--- src/rtl/eth_clkout_pkg.sv ---
// Shared definitions for the Avalon-MM programmable clock/pulse generator:
// FSM encoding, register word addresses and CONTROL/STATUS bit positions.
package eth_clkout_pkg;

  typedef enum logic [1:0] {
    ST_IDLE = 2'd0,
    ST_HIGH = 2'd1,
    ST_LOW  = 2'd2
  } state_e;

  localparam logic [2:0] ADDR_LEVEL   = 3'd0;
  localparam logic [2:0] ADDR_HALF    = 3'd1;
  localparam logic [2:0] ADDR_COUNT   = 3'd2;
  localparam logic [2:0] ADDR_CONTROL = 3'd3;
  localparam logic [2:0] ADDR_STATUS  = 3'd4;
  localparam logic [2:0] ADDR_IRQMASK = 3'd5;

  localparam int CTRL_START_BIT = 0;
  localparam int CTRL_STOP_BIT  = 1;
  localparam int CTRL_BUSY_BIT  = 0;
  localparam int STAT_DONE_BIT  = 0;

endpackage

--- src/rtl/eth_clkout_timer.sv ---
// Phase down-counter (terminal count at 1) and free-running pulse counter
// for the clock generator; the controlling FSM lives in the top.
module eth_clkout_timer #(
  parameter int CNT_W = 16
) (
  input  logic             clk,
  input  logic             reset,
  input  logic             load,
  input  logic             dec,
  input  logic [CNT_W-1:0] load_val,
  input  logic             pulse_clr,
  input  logic             pulse_inc,
  output logic             phase_tc,
  output logic [CNT_W-1:0] pulse_cnt
);

  logic [CNT_W-1:0] phase_d, phase_q;
  logic [CNT_W-1:0] pulse_d, pulse_q;

  always_comb begin
    phase_d = phase_q;
    pulse_d = pulse_q;
    if (load) begin
      phase_d = load_val;
    end else if (dec && (phase_q != {CNT_W{1'b0}})) begin
      phase_d = phase_q - {{(CNT_W-1){1'b0}}, 1'b1};
    end else begin
      phase_d = phase_q;
    end
    if (pulse_clr) begin
      pulse_d = {CNT_W{1'b0}};
    end else if (pulse_inc) begin
      pulse_d = pulse_q + {{(CNT_W-1){1'b0}}, 1'b1};
    end else begin
      pulse_d = pulse_q;
    end
  end

  always_ff @(posedge clk or posedge reset) begin
    if (reset) begin
      phase_q <= {CNT_W{1'b0}};
      pulse_q <= {CNT_W{1'b0}};
    end else begin
      phase_q <= phase_d;
      pulse_q <= pulse_d;
    end
  end

  // Phase is loaded with max(HALF,1), so a value of 1 marks the last cycle.
  assign phase_tc  = (phase_q <= {{(CNT_W-1){1'b0}}, 1'b1});
  assign pulse_cnt = pulse_q;

endmodule

--- src/rtl/eth_clkout_gen.sv ---
// Avalon-MM programmable clock/pulse generator: register file, IDLE/HIGH/LOW
// FSM driving out_port from a flop, sticky done flag and masked interrupt.
module eth_clkout_gen
  import eth_clkout_pkg::*;
#(
  parameter int CNT_W    = 16,
  parameter int RST_HALF = 4
) (
  input  logic        clk,
  input  logic        reset,
  input  logic [2:0]  address,
  input  logic        chipselect,
  input  logic        write_n,
  input  logic [31:0] writedata,
  output logic [31:0] readdata,
  output logic        out_port,
  output logic        irq
);

  state_e           state_d, state_q;
  logic             out_d, out_q;
  logic             level_d, level_q;
  logic [CNT_W-1:0] half_d, half_q;
  logic [CNT_W-1:0] count_d, count_q;
  logic             irqmask_d, irqmask_q;
  logic             done_d, done_q;
  logic             irq_d, irq_q;
  logic [31:0]      readdata_d, readdata_q;

  logic             wr, start_req, stop_req, done_set;
  logic             t_load, t_dec, t_pclr, t_pinc, phase_tc;
  logic [CNT_W-1:0] half_eff, pulse_cnt, pulse_next;
  logic             unused_wdata;

  assign unused_wdata = ^writedata;

  eth_clkout_timer #(.CNT_W(CNT_W)) u_timer (
    .clk       (clk),
    .reset     (reset),
    .load      (t_load),
    .dec       (t_dec),
    .load_val  (half_eff),
    .pulse_clr (t_pclr),
    .pulse_inc (t_pinc),
    .phase_tc  (phase_tc),
    .pulse_cnt (pulse_cnt)
  );

  always_comb begin
    wr         = chipselect & ~write_n;
    start_req  = wr && (address == ADDR_CONTROL) && writedata[CTRL_START_BIT];
    stop_req   = wr && (address == ADDR_CONTROL) && writedata[CTRL_STOP_BIT];
    half_eff   = (half_q == {CNT_W{1'b0}}) ? {{(CNT_W-1){1'b0}}, 1'b1} : half_q;
    pulse_next = pulse_cnt + {{(CNT_W-1){1'b0}}, 1'b1};
    state_d    = state_q;
    out_d      = out_q;
    done_set   = 1'b0;
    t_load     = 1'b0;
    t_dec      = 1'b0;
    t_pclr     = 1'b0;
    t_pinc     = 1'b0;
    case (state_q)
      ST_IDLE: begin
        // Stop in the same write suppresses start.
        if (start_req && !stop_req) begin
          state_d = ST_HIGH;
          out_d   = 1'b1;
          t_load  = 1'b1;
          t_pclr  = 1'b1;
        end else begin
          state_d = ST_IDLE;
          out_d   = level_q;
        end
      end
      ST_HIGH: begin
        if (stop_req) begin
          state_d = ST_IDLE;
          out_d   = level_q;
        end else if (phase_tc) begin
          state_d = ST_LOW;
          out_d   = 1'b0;
          t_load  = 1'b1;
        end else begin
          out_d = 1'b1;
          t_dec = 1'b1;
        end
      end
      ST_LOW: begin
        if (stop_req) begin
          state_d = ST_IDLE;
          out_d   = level_q;
        end else if (phase_tc) begin
          t_pinc = 1'b1;
          if ((count_q != {CNT_W{1'b0}}) && (pulse_next == count_q)) begin
            state_d  = ST_IDLE;
            out_d    = level_q;
            done_set = 1'b1;
          end else begin
            state_d = ST_HIGH;
            out_d   = 1'b1;
            t_load  = 1'b1;
          end
        end else begin
          out_d = 1'b0;
          t_dec = 1'b1;
        end
      end
      default: begin
        state_d = ST_IDLE;
        out_d   = level_q;
      end
    endcase
  end

  always_comb begin
    level_d   = (wr && (address == ADDR_LEVEL))   ? writedata[0]         : level_q;
    half_d    = (wr && (address == ADDR_HALF))    ? writedata[CNT_W-1:0] : half_q;
    count_d   = (wr && (address == ADDR_COUNT))   ? writedata[CNT_W-1:0] : count_q;
    irqmask_d = (wr && (address == ADDR_IRQMASK)) ? writedata[0]         : irqmask_q;
    // A completing run outranks a simultaneous STATUS clear.
    if (done_set) begin
      done_d = 1'b1;
    end else if (wr && (address == ADDR_STATUS)) begin
      done_d = 1'b0;
    end else begin
      done_d = done_q;
    end
    irq_d      = done_q & irqmask_q;
    readdata_d = 32'd0;
    case (address)
      ADDR_LEVEL:   readdata_d[0]              = level_q;
      ADDR_HALF:    readdata_d[CNT_W-1:0]      = half_q;
      ADDR_COUNT:   readdata_d[CNT_W-1:0]      = count_q;
      ADDR_CONTROL: readdata_d[CTRL_BUSY_BIT]  = (state_q != ST_IDLE);
      ADDR_STATUS:  readdata_d[STAT_DONE_BIT]  = done_q;
      ADDR_IRQMASK: readdata_d[0]              = irqmask_q;
      default:      readdata_d                 = 32'd0;
    endcase
  end

  always_ff @(posedge clk or posedge reset) begin
    if (reset) begin
      state_q    <= ST_IDLE;
      out_q      <= 1'b0;
      level_q    <= 1'b0;
      half_q     <= CNT_W'(RST_HALF);
      count_q    <= {CNT_W{1'b0}};
      irqmask_q  <= 1'b0;
      done_q     <= 1'b0;
      irq_q      <= 1'b0;
      readdata_q <= 32'd0;
    end else begin
      state_q    <= state_d;
      out_q      <= out_d;
      level_q    <= level_d;
      half_q     <= half_d;
      count_q    <= count_d;
      irqmask_q  <= irqmask_d;
      done_q     <= done_d;
      irq_q      <= irq_d;
      readdata_q <= readdata_d;
    end
  end

  assign readdata = readdata_q;
  assign out_port = out_q;
  assign irq      = irq_q;

endmodule

--- config.mk ---
export PLATFORM = sky130hd
export DESIGN_NAME = eth_clkout_gen
export DESIGN_NICKNAME = d
export VERILOG_FILES = /design/src/rtl/eth_clkout_pkg.sv /design/src/rtl/eth_clkout_timer.sv /design/src/rtl/eth_clkout_gen.sv
export SDC_FILE = /design/constraint.sdc
export NUM_CORES = 1
export LEC_CHECK = 0
export BUFFER_PORTS_ARGS = -buffer_cell sky130_fd_sc_hd__buf_4
export CAP_MARGIN = 20
export CORE_UTILIZATION = 41
export DETAILED_ROUTE_END_ITERATION = 7
export HOLD_SLACK_MARGIN = 0.05
export PLACE_DENSITY_LB_ADDON = 0.1
export SLEW_MARGIN = 10
export SYNTH_ARGS = -nofsm -noshare
export SYNTH_HDL_FRONTEND = slang
export SYNTH_HIERARCHICAL = 1
export SYNTH_SLANG_ARGS = --single-unit
--- constraint.sdc ---
create_clock -name clk -period 4.13 [get_ports clk]
set_input_delay 0.6195 -clock clk [delete_from_list [all_inputs] [get_ports clk]]
set_output_delay 0.6195 -clock clk [all_outputs]
set_load 0.02 [all_outputs]
### Yosys cells after proc, flatten, opt, wreduce, memory -nomap -nowiden

Index checks and enable logic that the tools add are counted.
W data, S select, Z words.

| operators by class | value |
|---|---|
| bitwise gates (word level) | 3 |
| reduce and logical (&&, ||, !) cells | 23 |
| order comparisons | 1 |
| equality and inequality tests | 10 |
| $add $sub $neg | 2 |
| mux-type cells | 38 |

Operators by type and width:

| operator | count |
|---|---|
| $mux W16 | 5 |
| $reduce_bool A16 Y1 | 2 |
| $pmux W15 S2 | 1 |
| $mux W1 | 24 |
| $add A16 B1 Y16 const B | 1 |
| $eq A16 B16 Y1 | 1 |
| $le A16 B1 Y1 const B | 1 |
| $logic_not A16 Y1 | 1 |
| $sub A16 B1 Y16 const B | 1 |
| $logic_and A1 B1 Y1 | 11 |
| $mux W2 | 4 |
| $reduce_bool A2 Y1 | 4 |
| $eq A3 B2 Y1 const B | 2 |
| $eq A3 B3 Y1 const B | 2 |
| $ne A3 B3 Y1 const B | 2 |
| $pmux W1 S3 | 2 |
| $pmux W1 S6 | 1 |
| $pmux W2 S3 | 1 |
| $eq A3 B1 Y1 const B | 1 |
| $logic_not A3 Y1 | 1 |
| $and A1 B1 Y1 | 2 |
| $eq A2 B1 Y1 const B | 1 |
| $eq A2 B2 Y1 const B | 1 |
| $logic_not A2 Y1 | 1 |
| other kinds (4) | 4 |

| word-level totals | value |
|---|---|
| output and inout bits | 34 |
| logic and storage cells | 88 |
| bits in registers | 87 |

### Logic depth before layout (Yosys ltp)

| logic depth | value |
|---|---|
| depth after elaboration | 9 |
| depth in mapped cells | 13 |

### Cells and area by module

Netlist, hierarchy kept.

By module, submodules not included:

| module | area an instance (µm²) | cells an instance | sequential area each (µm²) | instances |
|---|---|---|---|---|
| eth_clkout_gen | 3074.2 | 301 | 1377.6 | 1 |
| eth_clkout_timer | 1914.3 | 207 | 800.8 | 1 |

### Least setup slack after synthesis

Ideal clock, no wire load.

| timing | value |
|---|---|
| path type | flip-flop to flip-flop |
| start point | register u_timer.phase_q[12] |
| end point | register u_timer.pulse_q[14], in the netlist u_timer/pulse_cnt[14] |
| period minus slack after synthesis | 3.261 ns |
| path slack | 0.869 ns |
| stages on the path, launching flop included | 10 |
| data required time | 4.005 ns |
| arrival time | 3.136 ns |
| buffers on the path | 1 |
| library setup time | 0.125 ns |
| cell sequence | dfrtp_1 > nor4_2 > nand2_1 > nor4_1 > and3_1 > buf_2 > o2111ai_2 > nor4_1 > and4_1 > mux2_2 |

| on the way | value |
|---|---|
| cells in the longest elaborated chain, start to end | 5 |

Ends and longest elaborated chain:

| what | line | RTL |
|---|---|---|
| start, declared | eth_clkout_timer.sv:17 | `logic [CNT_W-1:0] phase_d, phase_q;` |
| start signal, assigned | eth_clkout_timer.sv:41 | `phase_q <= {CNT_W{1'b0}};` |
| start signal, assigned | eth_clkout_timer.sv:44 | `phase_q <= phase_d;` |
| $le A16 B1 Y1 | eth_clkout_timer.sv:50 | `assign phase_tc = (phase_q <= {{(CNT_W-1){1'b0}}, 1'b1});` |
| via phase_tc | eth_clkout_gen.sv:31 | `logic t_load, t_dec, t_pclr, t_pinc, phase_tc;` |
| $mux W1 | eth_clkout_gen.sv:92 | `end else if (phase_tc) begin` |
| $mux W1 | eth_clkout_gen.sv:89 | `if (stop_req) begin` |
| $mux W1 | eth_clkout_gen.sv:62 | `case (state_q)` |
| via t_pinc | eth_clkout_gen.sv:31 |  |
| $reduce_bool A2 Y1 (no source line) | - |  |
| end signal, assigned | eth_clkout_timer.sv:42 | `pulse_q <= {CNT_W{1'b0}};` |
| end signal, assigned | eth_clkout_timer.sv:45 | `pulse_q <= pulse_d;` |
| end, declared | eth_clkout_timer.sv:18 | `logic [CNT_W-1:0] pulse_d, pulse_q;` |

The timed path passes the listed nets, and every way through them passes these cells.
A chain may end at the register's enable or synchronous reset.

### Worst setup path in the final report

| timing | value |
|---|---|
| start point | register u_timer.phase_q[4] |
| end point | register u_timer.pulse_q[14], in the netlist u_timer/pulse_cnt[14] |

The elaborated chain is that of the path after synthesis.

==> impl_metrics.ini <==
[run_status]
status = finished with violations
violations = design-rule violations

[critical_path]
timing.rr.start = u_timer/phase_q[4]$_DFFE_PP0P_
crit_required_ns = 4.35
ff2ff_setup_slack_ns = 0.48
reg2regPathDepth = 8
start_kind = register
r2r-end = u_timer/pulse_cnt[14]$_DFFE_PP0P_
worstSetupPathType = reg -> reg
cp-end-kind = register
crit_path_max_fanout = 9
arrival_ns = 3.87

[layout]
mostFrequentLayoutCells = dfrtp_1, nor2_1, buf_4
antenna_cells = 0
final_common_cell = dfrtp_1
drive_gt1_share_pct = 23.02
area_growth_pct = 13.44
fin_nets = 585

[timing]
finalClockSkew_ns = 0.006179
finalMaxSlewViolations = 0
final_hold_viol_count = 0
hold_ws_ns = 0.4147
fmax_mhz = 274.2
fin_crit_sh_pct = 88.32
rsz0062_at_grt = no
min_period_ns = 3.648
worst_pin_slew_ns = 0.7589
setup_slack_ns = 0.4825
max_slew_margin_pct = 49.28
setup-tns-final_ns = 0
final-setup-viol-count = 0

[cts]
cts_setup_buffers = 0
cts_resized = 0
root_buffer = clkbuf_16
clock_latency_ns = 0.34
cts_hold_buf = 0
h-tree-depth = 3
clk_path_buf_depth = 2
cts_buffers = 9
path_clk_slew_ns = 0.06
cts_tree = built
cts_num_sinks = 87

[placement]
place.gp.congestion = 0.8315
hpwlAfterDp_microns = 8807
portBuffers = 40
place_ws_ns = 0.5510

[detailed_routing]
top_layer_used = met4
route.vias.total = 3917
drt-met1-wl_microns = 6194
wl_per_cell_microns = 17.56
wirelength_microns = 12050
drc = 4
wl_met2_microns = 5255
postRouteAntennaNets = 0
wl_met3_microns = 480
viasPerCell = 5.710
detail_route.iter0.violations = 221
dr.pass1.iters = 8

[power]
power_density_nw_per_um2 = 419.4
total_leakage_power_nw = 2.410
ir_drop_mv = 0.1996

[floorplan]
io-pin-count = 73
rows = 39
die_y_microns = 112.3
die-area_sq_um = 12610
core_area_sq_um = 11610
initial_core_util_pct = 42.95
chipWidth_microns = 112.3

[synthesis]
synthCells = 508
ys_types = 67
yosysWarningCount = 6
syn_area_sq_um = 4989
avgSynthCellArea_sq_um = 9.820
ys_async_sr_fraction_pct = 100.0
synth-main-ff-cell = dfrtp_1
ys_seq_area_share_pct = 43.67
synth_seq_cells = 87
synth-edff-count = 0

[hold_path]
worstHoldPathType = in -> async

[global_route]
grt_pass1_vias = 3730
grt_pass1_wl_microns = 20010
grtUsageTotal_pct = 20.35
grt_max_degree = 35
antenna_found_initial = 0
grt_overflow = 0

[job]
cap_violations = 0
## per-stage QoR
step                      instances  power [mW]  utilization [%]  cell area, sq um
after CTS                       686       2.401            48.73              5659
after global placement          670       1.562            46.16              5361
after detailed placement        670       1.577            46.16              5361
after floorplan                 523       1.439                -              5045
final                           686       2.373            48.73              5659
after global routing            686       2.506            48.73              5659
## cell type report
class                   count  area (sq um)
well taps                 143         178.9
multi-input cells         371          2557
inverters                  19         71.32
repair buffers             50         375.4
clock buffers               9         225.2
flip-flops and latches     87          2178
fillers                  1111          5954
clock inverters             7         72.57
## flip-flops by register name, indices dropped and copies added (netlist names)
signal             cells
done_q                 1
state_q                2
irqmask_q              1
u_timer/pulse_cnt     16
half_q                16
level_q                1
count_q               16
u_timer/phase_q       16
readdata              16
out_port               1
irq                    1
## synthesized netlist by cell type (all sizes together) (4+ instances only)
master,instances,area [sq um]
a31oi,9,56.30
nor2b,6,37.54
a21oi,8,40.04
o31ai,8,60.06
buf,18,132.6
o21ai,14,70.06
nand2,31,118.9
and3,6,37.54
mux2i,4,40.04
nor3,13,65.06
dfrtp,86,2152
clkbuf,28,105.1
nor4,19,176.4
inv,19,71.32
or4,6,48.80
a211oi,4,30.03
and2,5,32.53
xnor2,17,148.9
xor2,12,105.1
mux2,36,405.4
ha,8,100.1
or3,5,31.28
a22oi,17,127.6
nand4,11,68.82
nand3,13,65.06
nor2,53,198.9
## per-layer routing
metal | track usage (%) | vias up
met5 | 0 | -
li1 | - | 1880
met1 | 30.60 | 1940
met3 | 3.078 | 9
met2 | 29.86 | 88
met4 | 6.844 | 0
## worst max-delay path by stage
stage | start | to | slack (ns)
after floorplan | u_timer/phase_q[12]$_DFFE_PP0P_ | u_timer/pulse_cnt[14]$_DFFE_PP0P_ | 0.87
after global routing | u_timer/phase_q[4]$_DFFE_PP0P_ | u_timer/pulse_cnt[14]$_DFFE_PP0P_ | 0.27
after CTS | u_timer/phase_q[4]$_DFFE_PP0P_ | u_timer/pulse_cnt[14]$_DFFE_PP0P_ | 0.54
final | u_timer/phase_q[4]$_DFFE_PP0P_ | u_timer/pulse_cnt[14]$_DFFE_PP0P_ | 0.48
after global placement | u_timer/phase_q[4]$_DFFE_PP0P_ | u_timer/pulse_cnt[14]$_DFFE_PP0P_ | 0.68
after detailed placement | u_timer/phase_q[4]$_DFFE_PP0P_ | u_timer/pulse_cnt[14]$_DFFE_PP0P_ | 0.55
## worst max-delay path, stage by stage (launching register included)
cell	delay, ns
dfrtp_1	0.46
or4_4	0.61
nor4_1	0.38
buf_4	0.20
and3_1	0.38
o2111ai_2	0.30
nor4_1	0.61
and4_1	0.28
mux2_2	0.33
## logic make-up after synthesis
group	share of synthesized area (%)
other	0.07517
buffers and inverters	6.195
multiplexers	8.929
adder cells (fa/ha/maj)	2.007
AND/OR/NAND/NOR	20.82
XOR/XNOR	5.091
flip-flops	43.67
AO/OA/AOI/OAI	13.22
## where the power goes
part           total [mW]  internal [mW]  switching (mW)
registers            1.14          0.980           0.163
clock network       0.809          0.469           0.340
logic               0.421          0.211           0.209
total                2.37           1.66           0.712
(Power assumes the default switching activity.)
